==> src/rtl/mem_port_arb_pkg.sv <==
// Shared types and encodings for the memory port arbiter and its lane aligner.
package mem_port_arb_pkg;

    // Arbiter states
    typedef enum logic [1:0] {
        ST_IDLE   = 2'd0,
        ST_IF_ACC = 2'd1,
        ST_D_ACC  = 2'd2
    } state_e;

    // d_size encodings (2'b11 is illegal)
    localparam logic [1:0] SZ_B = 2'b00;
    localparam logic [1:0] SZ_H = 2'b01;
    localparam logic [1:0] SZ_W = 2'b10;

    // Byte-lane select values (address bits [1:0])
    localparam logic [1:0] LANE0 = 2'd0;
    localparam logic [1:0] LANE1 = 2'd1;
    localparam logic [1:0] LANE2 = 2'd2;
    localparam logic [1:0] LANE3 = 2'd3;

    // Byte-enable patterns
    localparam logic [3:0] BE_ALL     = 4'b1111;
    localparam logic [3:0] BE_LO_HALF = 4'b0011;
    localparam logic [3:0] BE_HI_HALF = 4'b1100;

endpackage

==> src/rtl/mem_lane_align.sv <==
// Combinational lane steering: store byte enables, write-data replication,
// misalignment detection, and load lane extraction with sign/zero extension.
module mem_lane_align
    import mem_port_arb_pkg::*;
(
    input  logic [1:0]  req_size,
    input  logic [1:0]  req_lane,
    input  logic [31:0] req_wdata,
    output logic [3:0]  be_c,
    output logic [31:0] wdata_c,
    output logic        misalign_c,
    input  logic [1:0]  ld_size,
    input  logic [1:0]  ld_lane,
    input  logic        ld_uns,
    input  logic [31:0] ld_word,
    output logic [31:0] ld_data_c
);

    logic [7:0]  byte_sel;
    logic [15:0] half_sel;

    // Request side: lane enables, replicated write data, alignment check
    always_comb begin
        be_c       = '0;
        wdata_c    = '0;
        misalign_c = 1'b0;
        case (req_size)
            SZ_B: begin
                be_c    = 4'(4'b0001 << req_lane);
                wdata_c = {4{req_wdata[7:0]}};
            end
            SZ_H: begin
                be_c       = req_lane[1] ? BE_HI_HALF : BE_LO_HALF;
                wdata_c    = {2{req_wdata[15:0]}};
                misalign_c = req_lane[0];
            end
            SZ_W: begin
                be_c       = BE_ALL;
                wdata_c    = req_wdata;
                misalign_c = (req_lane != LANE0);
            end
            default: misalign_c = 1'b1;
        endcase
    end

    // Load side: move the addressed lane to bit 0 and extend
    always_comb begin
        byte_sel = ld_word[31:24];
        case (ld_lane)
            LANE0:   byte_sel = ld_word[7:0];
            LANE1:   byte_sel = ld_word[15:8];
            LANE2:   byte_sel = ld_word[23:16];
            LANE3:   byte_sel = ld_word[31:24];
            default: byte_sel = ld_word[31:24];
        endcase
        half_sel = ld_lane[1] ? ld_word[31:16] : ld_word[15:0];
        case (ld_size)
            SZ_B:    ld_data_c = ld_uns ? {24'd0, byte_sel} : {{24{byte_sel[7]}}, byte_sel};
            SZ_H:    ld_data_c = ld_uns ? {16'd0, half_sel} : {{16{half_sel[15]}}, half_sel};
            default: ld_data_c = ld_word;
        endcase
    end

endmodule

==> src/rtl/mem_port_arb.sv <==
// Arbitrates a fetch port and a data port onto one memory port; data wins ties.
module mem_port_arb
    import mem_port_arb_pkg::*;
#(
    parameter int unsigned ADDR_W = 32
) (
    input  logic              clk,
    input  logic              rst,
    input  logic              if_req,
    input  logic [ADDR_W-1:0] if_addr,
    output logic              if_gnt,
    output logic              if_rvalid,
    output logic [31:0]       if_rdata,
    input  logic              d_req,
    input  logic              d_we,
    input  logic [1:0]        d_size,
    input  logic              d_uns,
    input  logic [ADDR_W-1:0] d_addr,
    input  logic [31:0]       d_wdata,
    output logic              d_gnt,
    output logic              d_rvalid,
    output logic [31:0]       d_rdata,
    output logic              d_misalign,
    output logic              m_req,
    output logic              m_we,
    output logic [ADDR_W-1:0] m_addr,
    output logic [3:0]        m_be,
    output logic [31:0]       m_wdata,
    input  logic [31:0]       m_rdata,
    input  logic              m_ready
);

    localparam logic [ADDR_W-1:0] WORD_MASK = ~ADDR_W'(3);

    state_e            state_q, state_d;
    logic              m_req_q, m_req_d;
    logic              m_we_q, m_we_d;
    logic [ADDR_W-1:0] m_addr_q, m_addr_d;
    logic [3:0]        m_be_q, m_be_d;
    logic [31:0]       m_wdata_q, m_wdata_d;
    logic [1:0]        ld_size_q, ld_size_d;
    logic [1:0]        ld_lane_q, ld_lane_d;
    logic              ld_uns_q, ld_uns_d;
    logic              if_gnt_q, if_gnt_d;
    logic              d_gnt_q, d_gnt_d;
    logic              d_misalign_q, d_misalign_d;
    logic              if_rvalid_q, if_rvalid_d;
    logic              d_rvalid_q, d_rvalid_d;
    logic [31:0]       if_rdata_q, if_rdata_d;
    logic [31:0]       d_rdata_q, d_rdata_d;

    logic [3:0]        be_c;
    logic [31:0]       wdata_c;
    logic              misalign_c;
    logic [31:0]       ld_data_c;

    mem_lane_align u_align (
        .req_size   (d_size),
        .req_lane   (d_addr[1:0]),
        .req_wdata  (d_wdata),
        .be_c       (be_c),
        .wdata_c    (wdata_c),
        .misalign_c (misalign_c),
        .ld_size    (ld_size_q),
        .ld_lane    (ld_lane_q),
        .ld_uns     (ld_uns_q),
        .ld_word    (m_rdata),
        .ld_data_c  (ld_data_c)
    );

    // Next-state, access latching and completion handling
    always_comb begin
        state_d      = state_q;
        m_req_d      = m_req_q;
        m_we_d       = m_we_q;
        m_addr_d     = m_addr_q;
        m_be_d       = m_be_q;
        m_wdata_d    = m_wdata_q;
        ld_size_d    = ld_size_q;
        ld_lane_d    = ld_lane_q;
        ld_uns_d     = ld_uns_q;
        if_gnt_d     = 1'b0;
        d_gnt_d      = 1'b0;
        d_misalign_d = 1'b0;
        if_rvalid_d  = 1'b0;
        d_rvalid_d   = 1'b0;
        if_rdata_d   = if_rdata_q;
        d_rdata_d    = d_rdata_q;

        case (state_q)
            ST_IDLE: begin
                // A rejected data request is still visible during its gnt cycle;
                // skip that cycle so it is not accepted a second time.
                if (!d_gnt_q) begin
                    if (d_req) begin
                        d_gnt_d = 1'b1;
                        if (misalign_c) begin
                            d_misalign_d = 1'b1;
                        end else begin
                            state_d   = ST_D_ACC;
                            m_req_d   = 1'b1;
                            m_we_d    = d_we;
                            m_addr_d  = d_addr & WORD_MASK;
                            m_be_d    = be_c;
                            m_wdata_d = d_we ? wdata_c : 32'd0;
                            ld_size_d = d_size;
                            ld_lane_d = d_addr[1:0];
                            ld_uns_d  = d_uns;
                        end
                    end else if (if_req) begin
                        state_d   = ST_IF_ACC;
                        if_gnt_d  = 1'b1;
                        m_req_d   = 1'b1;
                        m_we_d    = 1'b0;
                        m_addr_d  = if_addr & WORD_MASK;
                        m_be_d    = BE_ALL;
                        m_wdata_d = 32'd0;
                    end
                end
            end
            ST_IF_ACC: begin
                if (m_ready) begin
                    state_d     = ST_IDLE;
                    if_rvalid_d = 1'b1;
                    if_rdata_d  = m_rdata;
                end
            end
            ST_D_ACC: begin
                if (m_ready) begin
                    state_d    = ST_IDLE;
                    d_rvalid_d = 1'b1;
                    if (!m_we_q) begin
                        d_rdata_d = ld_data_c;
                    end
                end
            end
            default: state_d = ST_IDLE;
        endcase

        // Memory-side fields return to zero whenever no access is active
        if (state_q != ST_IDLE && m_ready) begin
            m_req_d   = 1'b0;
            m_we_d    = 1'b0;
            m_addr_d  = '0;
            m_be_d    = '0;
            m_wdata_d = '0;
            ld_size_d = '0;
            ld_lane_d = '0;
            ld_uns_d  = 1'b0;
        end
    end

    // State and output registers with synchronous reset
    always_ff @(posedge clk) begin
        if (rst) begin
            state_q      <= ST_IDLE;
            m_req_q      <= 1'b0;
            m_we_q       <= 1'b0;
            m_addr_q     <= '0;
            m_be_q       <= '0;
            m_wdata_q    <= '0;
            ld_size_q    <= '0;
            ld_lane_q    <= '0;
            ld_uns_q     <= 1'b0;
            if_gnt_q     <= 1'b0;
            d_gnt_q      <= 1'b0;
            d_misalign_q <= 1'b0;
            if_rvalid_q  <= 1'b0;
            d_rvalid_q   <= 1'b0;
            if_rdata_q   <= '0;
            d_rdata_q    <= '0;
        end else begin
            state_q      <= state_d;
            m_req_q      <= m_req_d;
            m_we_q       <= m_we_d;
            m_addr_q     <= m_addr_d;
            m_be_q       <= m_be_d;
            m_wdata_q    <= m_wdata_d;
            ld_size_q    <= ld_size_d;
            ld_lane_q    <= ld_lane_d;
            ld_uns_q     <= ld_uns_d;
            if_gnt_q     <= if_gnt_d;
            d_gnt_q      <= d_gnt_d;
            d_misalign_q <= d_misalign_d;
            if_rvalid_q  <= if_rvalid_d;
            d_rvalid_q   <= d_rvalid_d;
            if_rdata_q   <= if_rdata_d;
            d_rdata_q    <= d_rdata_d;
        end
    end

    assign if_gnt     = if_gnt_q;
    assign if_rvalid  = if_rvalid_q;
    assign if_rdata   = if_rdata_q;
    assign d_gnt      = d_gnt_q;
    assign d_rvalid   = d_rvalid_q;
    assign d_rdata    = d_rdata_q;
    assign d_misalign = d_misalign_q;
    assign m_req      = m_req_q;
    assign m_we       = m_we_q;
    assign m_addr     = m_addr_q;
    assign m_be       = m_be_q;
    assign m_wdata    = m_wdata_q;

endmodule

==> config.mk <==
export PLATFORM = sky130hd
export DESIGN_NAME = mem_port_arb
export DESIGN_NICKNAME = d
export VERILOG_FILES = /design/src/rtl/mem_port_arb_pkg.sv /design/src/rtl/mem_lane_align.sv /design/src/rtl/mem_port_arb.sv
export SDC_FILE = /design/constraint.sdc
export NUM_CORES = 1
export LEC_CHECK = 0
export CORE_MARGIN = 2
export CORE_UTILIZATION = 45
export DETAILED_ROUTE_END_ITERATION = 16
export PLACE_DENSITY = 0.93
export SLEW_MARGIN = 20
export SYNTH_ARGS = -nofsm -noshare
export SYNTH_HDL_FRONTEND = slang
export SYNTH_SLANG_ARGS = --single-unit
==> constraint.sdc <==
create_clock -name clk -period 4.4 [get_ports clk]
set_clock_uncertainty 0.05 [all_clocks]
set_input_delay 0.44 -clock clk [delete_from_list [all_inputs] [get_ports clk]]
set_output_delay 0.44 -clock clk [all_outputs]
set_load 0.01 [all_outputs]
==> out/metrics.yaml <==
outcome: "finished, final reports clean"
wl_met3_mm: 1.87
dieHeight_um: 120
root_buffer: "clkbuf_16"
viasPerCell: 5.48
yosysTopAreaCell: "dfxtp_1"
tightest_slew_ns: 1.10
dieArea_um2: 14400
critPathArrivalTime_ns: 2.60
grt_start_max_net_pins: 69
leakage_nw: 3.48
cts_num_sinks: 144
yosysSeqAreaShare: 0.476
wl_met1_mm: 7.91
worstReg2RegStart: "ld_lane_q[1]"
cts-resized-gates: 0
fin_nets: 1101
async_flop_share: 0
cts_buffer_depth: 2
clkTransAtPathRegs_ns: 0.06
clock_latency_ns: 0.41
drt_iter0_markers: 586
io-pin-count: 276
hold_class: "in2reg"
yosysWarningCount: 0
rr_endpoint: "d_rdata[1]"
swShare: 0.269
tns_ns: 0
drive_gt1_frac: 0.0648
ys_types: 43
avgSynthCellArea_um2: 8.45
fp-row-count: 42
grt_pass1_vias: 6284
pwr-share-clk: 0.381
top_layer_used: "met4"
peakVddDrop_mv: 0.300
comb_power_share: 0.224
final-setup-viol-count: 0
min_to: "state_q[0]"
power_frac_seq: 0.395
start_util: 0.459
crit_path_start_kind: "flop"
stdcell_count: 1149
postCtsHoldBufs: 0
rsz0062_at_grt: "no"
reg2regPathDepth: 3
syn_to_final_growth_pct: 55.5
hp-start: "rst"
crit_fanout: 15
grt_overflow_total: 0
post_cts.repair.setup_buffers: 0
portBuffers: 271
cts_tree: "done"
hold_viol: 0
synth.area.top_cells: "dfxtp_1 (48%), nor2_1 (9.5%), nand2_1 (5.8%), a21oi_1 (4.8%), a211oi_1 (3.0%)"
drc: 0
wl_per_cell_um: 18.0
grt_pass1_wl_mm: 32.1
synth_seq_cells: 144
crit_type: "reg2reg"
drtAntennaViolNets: 0
switchingPower_mw: 1.01
max_freq_ghz: 0.425
grt_antenna_before_repair: 1
r2r_setup_slack_ns: 2.05
synth_flop_cell: "dfxtp_1"
die_w_um: 120
grtUsageTotal: 0.283
htreeDepth: 4
p_total_mw: 3.75
layout_worst_path_cycle_share: 0.535
numPlacedInstances: 1118
internal_power_mw: 2.74
routabilityCongestion: 0.876
required_ns: 4.65
core-area_um2: 13200
drv_slew: 0
synth_top_area_frac: 0.476
vias: 6295
wl_mm: 20.7
drv_cap: 0
min_path_cells: 2
dr.pass1.iters: 6
synth_area_um2: 6050
powerDensity_nw_per_um2: 398
syn-instance-count: 716
crit_path_end_kind: "flop"
cts_buffers: 17
synth_edf_count: 0
fin_crit_ns: 2.35
wl_met2_mm: 10.2
hpwl_mm: 14.4
relSlewSlack: 0.265
area by class of cell:
type / count / area [um2]
clock inverters: 5 / 77.6
fillers: 967 / 3780
well taps: 176 / 220
inverters: 4 / 15.0
repair buffers: 283 / 2800
clock buffers: 25 / 505
multi-input cells: 511 / 2910
flip-flops and latches: 144 / 2880
diodes: 1 / 2.50
cells by family (layout without fill, tap and decap cells):
family,after synthesis,after routing,share of synthesized area
buffers and inverters,62,317,0.0446
and+or+nand+nor,319,319,0.240
muxes,24,24,0.0432
AOI/OAI and AO/OA,163,163,0.190
other,1,3,0.000619
DFF,144,144,0.476
adders and majority gates,3,3,0.00620
power by group through the flow:
stage	clock [mW]	combinational, mW	sequential (mW)
6_report	1.43	0.840	1.48
5_1_grt	1.51	0.905	1.49
4_1_cts	1.44	0.837	1.48
3_5_place_dp	0	0.828	1.51
3_3_place_gp	0	0.810	1.50
2_1_floorplan	0	0.356	1.55
synth_stat cells (4+ instances only):
cell type  count
buf_4          6
a21o_1        17
clkbuf_1      42
nand2_1       93
nor4_1        22
nor3_1         4
mux2i_1       16
buf_2          6
nand2b_1       8
a311oi_1       9
a22oi_1        8
mux2_2         7
a22o_1        17
nor2_1       153
dfxtp_1      144
nor2b_1       11
nor4_2         8
o21ai_0        4
a211oi_1      24
o2bb2ai_1     16
nor3b_1        5
a32oi_1        4
inv_1          4
a21oi_1       58
nand3b_1       4
placed cells by master, fill, tap and decap left out, drive strengths merged, types with 2 or more instances in the layout:
master and instances:
o2bb2ai 16, o21a 2, bufinv 2, clkdlybuf4s50 270, and2 3, conb 2
buf 13, a22oi 8, ha 3, o21ai 4, nor4b 2, clkbuf 25
nor2b 11, nor3 4, mux2i 16, nand2b 8, nand3b 4, a21o 17
a211oi 24, a32oi 4, nor4 30, nor3b 5, inv 4, nor2 154
a21oi 58, clkinv 2, mux2 7, a311oi 10, nand2 93, dfxtp 144
a22o 17
worst max path at each step:
stage                       from  slack (ns)  cells after the start          end
floorplan              d_size[0]        2.41                      6  m_wdata[11]
global placement       d_size[0]        1.79                      7    m_addr[9]
detailed placement     d_size[0]        1.69                      7    m_addr[3]
CTS                 ld_lane_q[1]        2.10                      3   d_rdata[1]
global route           d_size[0]        1.88                      7    m_addr[3]
finish              ld_lane_q[1]        2.05                      3   d_rdata[1]
metal layers:
metal  up-vias  GRT usage
li1       2970          -
met1      2934      0.329
met2       340      0.476
met3        51     0.0913
met4         0      0.123
met5         -          0
through the flow:
step	instance area [um2]	setup slack, ns	utilization	hold WS (ns)
final	9410	2.05	0.714	0.242
after detailed placement	8820	1.69	0.669	0.396
after CTS	9410	2.10	0.713	0.236
after global routing	9410	1.88	0.714	0.237
after floorplan	6060	2.41	-	0.399
after global placement	8820	1.79	0.669	0.391
sequential cells by signal, summed over array words and instances (netlist names):
name	flops
if_gnt	1
m_wdata	32
m_req	1
m_we	1
d_gnt	1
d_rvalid	1
d_rdata	32
if_rvalid	1
m_addr	30
ld_lane_q	2
ld_size_q	2
ld_uns_q	1
if_rdata	32
d_misalign	1
state_q	2
m_be	4
worst max-delay path: stages, from the launching register on:
cell      delay [ns]
dfxtp_1         0.61
nor2b_1         0.93
a22oi_1         0.24
a311oi_1        0.41
No activity file was read; power rests on OpenSTA's default activity.
